[config.mk]
export PLATFORM = sky130hd
export DESIGN_NAME = ascon_ctrl_fsm
export DESIGN_NICKNAME = d
export VERILOG_FILES = /design/src/rtl/ascon_ctrl_fsm_pkg.sv /design/src/rtl/ascon_ctrl_fsm_round_counter.sv /design/src/rtl/ascon_ctrl_fsm.sv
export SDC_FILE = /design/constraint.sdc
export NUM_CORES = 1
export LEC_CHECK = 0
export ABC_AREA = 1
export CAP_MARGIN = 30
export CORE_UTILIZATION = 53
export CTS_CLUSTER_SIZE = 30
export DETAILED_ROUTE_END_ITERATION = 12
export MAX_ROUTING_LAYER = met4
export PLACE_DENSITY_LB_ADDON = 0.15
export RECOVER_POWER = 50
export SLEW_MARGIN = 40
export SYNTH_ARGS = -nofsm -noshare
export SYNTH_HDL_FRONTEND = slang
export SYNTH_HIERARCHICAL = 1
export SYNTH_SLANG_ARGS = --single-unit
[constraint.sdc]
create_clock -name clock_i -period 4.85 [get_ports clock_i]
set_clock_uncertainty 0.1 [all_clocks]
set_input_delay 0.7275 -clock clock_i [delete_from_list [all_inputs] [get_ports clock_i]]
set_output_delay 0.7275 -clock clock_i [all_outputs]
set_load 0.005 [all_outputs]
[src/rtl/ascon_ctrl_fsm_pkg.sv]
// Shared types and constants for the Ascon-128 AEAD control FSM.
// Holds the controller state encoding, the round-number landmarks of the
// p12 / p6 permutations and a width helper for the block index.
package ascon_ctrl_fsm_pkg;

  // Controller states. WAIT states sit between permutation phases and
  // wait for the next data block; the others run one round per cycle.
  typedef enum logic [3:0] {
    IDLE       = 4'd0,
    INIT       = 4'd1,
    AD_WAIT    = 4'd2,
    AD         = 4'd3,
    PT_WAIT    = 4'd4,
    PT         = 4'd5,
    FINAL_WAIT = 4'd6,
    FINAL      = 4'd7,
    DONE       = 4'd8
  } ctrl_state_t;

  // p12 runs rounds 0..11, p6 runs rounds 6..11; both end on round 11.
  localparam logic [3:0] ROUND_P12_START = 4'd0;
  localparam logic [3:0] ROUND_P6_START  = 4'd6;
  localparam logic [3:0] ROUND_LAST      = 4'd11;

  // Width of the block index: enough to hold max(nb_ad, nb_pt).
  function automatic int blk_width(input int nb_ad, input int nb_pt);
    int m;
    m = (nb_ad > nb_pt) ? nb_ad : nb_pt;
    return $clog2(m + 1);
  endfunction

endpackage

[src/rtl/ascon_ctrl_fsm_round_counter.sv]
// Round counter for the Ascon permutation.
// Loaded with the first round of a phase, then advanced once per
// permutation cycle. It stops at round 11 and never wraps, so a stray
// enable after the last round cannot produce an out-of-range round number.
module ascon_ctrl_fsm_round_counter
  import ascon_ctrl_fsm_pkg::*;
(
  input  logic       clock_i,
  input  logic       resetb_i,
  input  logic       load_i,
  input  logic [3:0] load_val_i,
  input  logic       en_i,
  output logic [3:0] count_o,
  output logic       last_o
);

  logic [3:0] count_q;

  // Counter register: load wins over increment; increment saturates at round 11.
  always_ff @(posedge clock_i or negedge resetb_i) begin
    if (!resetb_i) begin
      count_q <= 4'd0;
    end else if (load_i) begin
      count_q <= load_val_i;
    end else if (en_i && (count_q != ROUND_LAST)) begin
      count_q <= count_q + 4'd1;
    end
  end

  assign count_o = count_q;
  assign last_o  = (count_q == ROUND_LAST);

endmodule

[src/rtl/ascon_ctrl_fsm.sv]
// Ascon-128 AEAD control FSM.
// Sequences init p12 -> associated data p6 (per block) -> plaintext p6
// (per block, all but the last) -> final p12, one permutation round per
// cycle, and drives the datapath mode, round number, register enable,
// XOR enables and ciphertext/tag capture strobes.
// The last plaintext block is absorbed by the FINAL phase, so the PT phase
// only runs for blocks 0..NB_PT_BLOCKS-2.
//
// Optional feature: define ASCON_CTRL_ABORT_EN to add abort_i, which returns
// the controller to IDLE from any busy state on the next edge, with no
// done_o pulse. Without the macro every started operation runs to DONE.
//
// Block handshake: data_valid_i is a level that says "the next AD/PT/final
// block is present". It is looked at only in the *_WAIT states; the cycle it
// is seen high there, the matching permutation phase starts on the next edge.
// There is no ready: the WAIT state itself is the ready indication, and each
// WAIT state lasts at least one cycle even if data_valid_i is held high.
//
// All outputs are Moore decodes of state, round counter and block counter.
module ascon_ctrl_fsm
  import ascon_ctrl_fsm_pkg::*;
#(
  parameter int NB_AD_BLOCKS = 1,
  parameter int NB_PT_BLOCKS = 4
) (
  input  logic clock_i,
  input  logic resetb_i,
  input  logic start_i,
  input  logic data_valid_i,
`ifdef ASCON_CTRL_ABORT_EN
  input  logic abort_i,
`endif
  output logic input_mode_o,
  output logic [3:0] round_o,
  output logic en_reg_state_o,
  output logic en_xor_data_begin_o,
  output logic en_xor_key_begin_o,
  output logic en_xor_key_end_o,
  output logic en_xor_lsb_end_o,
  output logic en_cipher_o,
  output logic en_tag_o,
  output logic [blk_width(NB_AD_BLOCKS, NB_PT_BLOCKS)-1:0] block_o,
  output logic busy_o,
  output logic done_o
);

  localparam int BLK_W = blk_width(NB_AD_BLOCKS, NB_PT_BLOCKS);

  // Index of the last AD block, and of the last block handled by PT (the
  // final PT block is absorbed by FINAL). PT_LAST is unused when
  // NB_PT_BLOCKS == 1 because PT is then never entered.
  localparam logic [BLK_W-1:0] AD_LAST = BLK_W'(NB_AD_BLOCKS - 1);
  localparam logic [BLK_W-1:0] PT_LAST =
    BLK_W'((NB_PT_BLOCKS >= 2) ? (NB_PT_BLOCKS - 2) : 0);

  ctrl_state_t       state_q;
  ctrl_state_t       state_nxt;
  logic [BLK_W-1:0]  block_q;
  logic [BLK_W-1:0]  block_nxt;

  logic              rc_load;
  logic [3:0]        rc_load_val;
  logic              rc_en;
  logic [3:0]        round_q;
  logic              round_last;

  logic              abort;

`ifdef ASCON_CTRL_ABORT_EN
  assign abort = abort_i;
`else
  assign abort = 1'b0;
`endif

  ascon_ctrl_fsm_round_counter u_round_counter (
    .clock_i    (clock_i),
    .resetb_i   (resetb_i),
    .load_i     (rc_load),
    .load_val_i (rc_load_val),
    .en_i       (rc_en),
    .count_o    (round_q),
    .last_o     (round_last)
  );

  // State and block-counter registers.
  always_ff @(posedge clock_i or negedge resetb_i) begin
    if (!resetb_i) begin
      state_q <= IDLE;
      block_q <= '0;
    end else begin
      state_q <= state_nxt;
      block_q <= block_nxt;
    end
  end

  // Next state, block counter update and round-counter control.
  always_comb begin
    state_nxt   = state_q;
    block_nxt   = block_q;
    rc_load     = 1'b0;
    rc_load_val = ROUND_P12_START;
    rc_en       = 1'b0;

    case (state_q)
      IDLE: begin
        if (start_i) begin
          state_nxt   = INIT;
          rc_load     = 1'b1;
          rc_load_val = ROUND_P12_START;
        end
      end

      INIT: begin
        rc_en = 1'b1;
        if (round_last) begin
          state_nxt = AD_WAIT;
          block_nxt = '0;
        end
      end

      AD_WAIT: begin
        if (data_valid_i) begin
          state_nxt   = AD;
          rc_load     = 1'b1;
          rc_load_val = ROUND_P6_START;
        end
      end

      AD: begin
        rc_en = 1'b1;
        if (round_last) begin
          if (block_q == AD_LAST) begin
            // With a single PT block there is nothing for PT to do.
            state_nxt = (NB_PT_BLOCKS == 1) ? FINAL_WAIT : PT_WAIT;
            block_nxt = '0;
          end else begin
            state_nxt = AD_WAIT;
            block_nxt = block_q + BLK_W'(1);
          end
        end
      end

      PT_WAIT: begin
        if (data_valid_i) begin
          state_nxt   = PT;
          rc_load     = 1'b1;
          rc_load_val = ROUND_P6_START;
        end
      end

      PT: begin
        rc_en = 1'b1;
        if (round_last) begin
          if (block_q == PT_LAST) begin
            state_nxt = FINAL_WAIT;
            block_nxt = '0;
          end else begin
            state_nxt = PT_WAIT;
            block_nxt = block_q + BLK_W'(1);
          end
        end
      end

      FINAL_WAIT: begin
        if (data_valid_i) begin
          state_nxt   = FINAL;
          rc_load     = 1'b1;
          rc_load_val = ROUND_P12_START;
        end
      end

      FINAL: begin
        rc_en = 1'b1;
        if (round_last) begin
          state_nxt = DONE;
          block_nxt = '0;
        end
      end

      DONE: begin
        // start_i is deliberately not looked at here.
        state_nxt   = IDLE;
        block_nxt   = '0;
        rc_load     = 1'b1;
        rc_load_val = ROUND_P12_START;
      end

      default: begin
        state_nxt   = IDLE;
        block_nxt   = '0;
        rc_load     = 1'b1;
        rc_load_val = ROUND_P12_START;
      end
    endcase

    // Abort overrides everything, including a pending data_valid_i.
    if (abort && (state_q != IDLE)) begin
      state_nxt   = IDLE;
      block_nxt   = '0;
      rc_load     = 1'b1;
      rc_load_val = ROUND_P12_START;
      rc_en       = 1'b0;
    end
  end

  // Moore output decode from state, round and block counters.
  always_comb begin
    input_mode_o        = 1'b0;
    round_o             = 4'd0;
    en_reg_state_o      = 1'b0;
    en_xor_data_begin_o = 1'b0;
    en_xor_key_begin_o  = 1'b0;
    en_xor_key_end_o    = 1'b0;
    en_xor_lsb_end_o    = 1'b0;
    en_cipher_o         = 1'b0;
    en_tag_o            = 1'b0;
    block_o             = block_q;
    busy_o              = (state_q != IDLE);
    done_o              = 1'b0;

    case (state_q)
      IDLE: begin
        block_o = '0;
      end

      INIT: begin
        round_o          = round_q;
        en_reg_state_o   = 1'b1;
        input_mode_o     = (round_q == ROUND_P12_START);
        en_xor_key_end_o = round_last;
      end

      AD: begin
        round_o             = round_q;
        en_reg_state_o      = 1'b1;
        en_xor_data_begin_o = (round_q == ROUND_P6_START);
        en_xor_lsb_end_o    = round_last && (block_q == AD_LAST);
      end

      PT: begin
        round_o             = round_q;
        en_reg_state_o      = 1'b1;
        en_xor_data_begin_o = (round_q == ROUND_P6_START);
        en_cipher_o         = (round_q == ROUND_P6_START);
      end

      FINAL: begin
        round_o             = round_q;
        en_reg_state_o      = 1'b1;
        en_xor_data_begin_o = (round_q == ROUND_P12_START);
        en_xor_key_begin_o  = (round_q == ROUND_P12_START);
        en_cipher_o         = (round_q == ROUND_P12_START);
        en_xor_key_end_o    = round_last;
        en_tag_o            = round_last;
      end

      DONE: begin
        done_o = 1'b1;
      end

      default: begin
        // WAIT states: busy, block index visible, datapath idle.
      end
    endcase
  end

endmodule

==> results.md <==
Status:
- The run finished with clean final reports.

Worst setup path:
- Traced cell by cell, the critical path runs through ha_1, nand3_1, inv_1, inv_1, nor3_1, clkdlybuf4s50_1.
- In this run the critical register-to-register path is launched from state_q[1]$_DFFE_PN0P_.
- The worst-path maximum fanout is 7.
- The required time reported for the critical path endpoint is 4020 ps.
- Among the stages of the critical path, the cell type that occurs most often is sky130_fd_sc_hd__inv_1.
- The setup path with the least slack is of type register to output pin.
- The depth of the worst register-to-register path is 12.
- Following the worst setup path forward leads to its endpoint at en_tag_o.
- The element type at the critical path start is a register.
- The reg-to-reg endpoint is u_round_counter/count_o[1]$_DFFE_PN0P_.
- The origin of the worst setup path is u_round_counter/count_o[1]$_DFFE_PN0P_.
- In this design, the stage delay of the slowest critical-path cell is approximately 520 ps.
- The master of the slowest instance on the critical path is sky130_fd_sc_hd__clkdlybuf4s50_1.
- The kind of end point of the critical path is an output pin.
- STA puts the critical path data arrival time at 1960 ps.
- The register-to-register setup slack is 2780 ps.

Yosys:
- The unique cell type count in the Yosys netlist is 21.
- In this run the cell area of the synthesized design comes to roughly 940 um2.
- Counting flops with a built-in enable in the synthesized netlist gives 0.
- Synthesis produced roughly 160 cells.
- The sequential fraction of the synthesis area is 0.291.
- The share of flip-flops with an asynchronous set or reset is 1.00.
- The dominant register cell in the synthesized netlist is sky130_fd_sc_hd__dfrtp_1.
- The number of warning messages in the yosys log is 6.
- The register bit count reported by yosys is 11.
- A synthesized cell averages 5.98 um2.

Routing:
- The per-cell routed wire length is 11.0 um.
- For this block, the routed nets add up to 2180 um of wire.
- The first routing iteration left 30 violations.
- The overall via count from detail_route is 1027.
- The number of routed nets with antenna violations is 0.
- In the routed layout, each cell is associated on average with a via count of slightly above 5.
- The first TritonRoute pass finished after 6 iterations.
- After detailed routing, the number of remaining DRC violations is 0.

Flow run:
- Across the run, the number of max-cap violations was 0.

STA:
- The maximum clock frequency is ~0.36 GHz.
- In the final timing run, aggregate negative setup slack is 0 ps.
- For the pin with the worst max-slew slack, the measured transition is 713 ps.
- The period utilization is 0.575.
- Setup repair after global routing left no endpoint under its margin.
- The number of hold violations in the final report came to 0.
- The least setup slack across all paths after layout is 2060 ps.
- The max-slew headroom at the worst pin is 0.520.
- The number of max-slew violations in the final report is 0.
- For the finished layout, the period the worst path requires is approximately 2800 ps.
- The worst hold slack is between 400 and 500 ps.
- The final count of negative-setup-slack endpoints is 0.

Power:
- Power spread over the standard cell area amounts to approximately 500 mW/mm2.
- The peak ir drop on the vdd network is 0.000307 V.
- In this run the static leakage power is approximately 0.64 nW.

Placed design:
- The count of buffers added on input and output ports is 20.
- The pre-CTS worst setup slack is 2330 ps.
- At the end of routability-driven placement, the weighted congestion stood at 0.880.
- The wire-length estimate of the detail-placed layout is 1740 um.
- Summing all placed instances gives a cell area of 0.00117 mm2.

CTS:
- The TritonCTS buffer count is 3.
- Once the clock tree was built, the resizer swapped 0 gates to a different size.
- In this run the clock root is driven by a sky130_fd_sc_hd__clkbuf_4.
- The total clock sinks is 11.
- The deepest level of the CTS H-tree is 1.
- The later pin in the worst-skew pair is clocked with a latency of 280 ps.
- Hold repair after CTS inserted 0 buffers.
- Clock-pin slew was measured on the worst setup and hold paths at 80 ps.
- The post-CTS setup-driven buffer insertion count is 0.
- TritonCTS built the clock tree.
- The number of buffers on the longest clock path is 2.

Finish:
- The layout filler cell count is ~120.
- After routing the design area is 0.00119 mm2.
- At the end of the flow the core is filled with cells to 0.756.
- The area growth from synthesis to layout is 26.2%.
- The post-layout net count is 193.
- The share of layout cells above drive strength 1 is 0.0546.
- In the layout the commonest cells are sky130_fd_sc_hd__nand2_1, sky130_fd_sc_hd__nor2_1, sky130_fd_sc_hd__inv_1, sky130_fd_sc_hd__clkdlybuf4s50_1, sky130_fd_sc_hd__nand3_1.
- The number of inserted diodes is 0.
- The commonest non-fill, non-tap cell in the layout is sky130_fd_sc_hd__nand2_1.

Floorplanning:
- For this configuration, the core starts out at a cell density of 0.599.
- The floorplan has 14 rows.
- In this run the vertical extent of the chip is roughly 44 um.
- The width of the die is 44.2 um.
- The die covers 0.00196 mm2.
- In this run the count of I/O pins placed on the die edge is 21.
- The core outline area is 0.00158 mm2.

GRT:
- The via count of the first global-routing pass came to 855.
- The initial antenna violation count was 0.
- Entering global routing, the biggest net connects 12 pins.
- The overall routing resource usage is 0.266.
- The first global-routing pass estimated 3660 um of wire.
- For this run the aggregate overflow at the end of global routing stands at 0.

Min path:
- The path class of the tightest hold or removal check is register to register.
-- metal layers --
| metal | wire length, um | vias up | global-route usage |
|---|---|---|---|
| met5 | 0 | - | - |
| met4 | 36 | 0 | 0.127 |
| met3 | 104 | 5 | 0.0367 |
| met2 | 958 | 29 | 0.371 |
| met1 | 1090 | 447 | 0.377 |
| li1 | - | 546 | - |
-- stage by stage --
step	cells	power (mW)
final	199	0.594
after global routing	199	0.655
after CTS	199	0.594
after detailed placement	195	0.527
after global placement	195	0.516
after floorplan	159	0.400
-- synthesized netlist by cell type (all sizes together), types with 2 or more instances --
cell type | n | area, um2
dfrtp | 11 | 275
ha | 5 | 62.6
inv | 24 | 90.1
nand2 | 52 | 200
nand3 | 16 | 80.1
nand4 | 2 | 12.5
nor2 | 26 | 103
nor3 | 2 | 10.0
nor4 | 2 | 12.5
o21ai | 11 | 55.1
or2 | 2 | 12.5
-- cells by family (layout without fill, tap and decap cells) --
logic type	Yosys count	in the layout	synth area share
AO/OA/AOI/OAI	12	12	0.0636
adder cells (fa/ha/maj)	5	5	0.0662
AND/OR/NAND/NOR	104	104	0.470
XOR/XNOR	1	1	0.00927
flip-flops	11	11	0.291
buffers and inverters	24	48	0.0954
other	1	2	0.00397
-- critical path, delay by kind of cell, from the launching register on --
kind	cells	cell delay, ps
adder cells (fa/ha/maj)	1	240
AND/OR/NAND/NOR	2	310
buffers and inverters	3	680
flip-flops	1	480
-- how the worst min path moves through the flow --
stage,from,end,slack (ps),cells past startpoint
after floorplan,resetb_i,block_q[0]$_DFFE_PN0P_,330,0
after global placement,state_q[2]$_DFFE_PN0P_,state_q[2]$_DFFE_PN0P_,460,2
after detailed placement,state_q[2]$_DFFE_PN0P_,state_q[2]$_DFFE_PN0P_,450,2
after CTS,state_q[2]$_DFFE_PN0P_,state_q[2]$_DFFE_PN0P_,470,2
after global routing,state_q[2]$_DFFE_PN0P_,state_q[2]$_DFFE_PN0P_,510,2
final,state_q[2]$_DFFE_PN0P_,state_q[2]$_DFFE_PN0P_,480,2
-- registers in the layout, indices dropped and copies added (netlist names) --
| signal | flops |
|---|---|
| block_q | 3 |
| state_q | 4 |
| u_round_counter/count_o | 4 |
-- area by class of cell --
class                   instances  area (um2)  share of cell area
clock buffers                   4        26.3              0.0220
inverters                      24        90.1              0.0756
repair buffers                 20         200               0.168
flip-flops and latches         11         275               0.231
well taps                      16        20.0              0.0168
multi-input cells             124         581               0.487
-- power breakdown --
| group | leakage, nW | internal, mW | switching, mW |
|---|---|---|---|
| sequential | 0.138 | 0.124 | 0.0515 |
| combinational | 0.491 | 0.150 | 0.202 |
| clock | 0.0150 | 0.0319 | 0.0341 |
No activity file was read; power rests on OpenSTA's default activity.
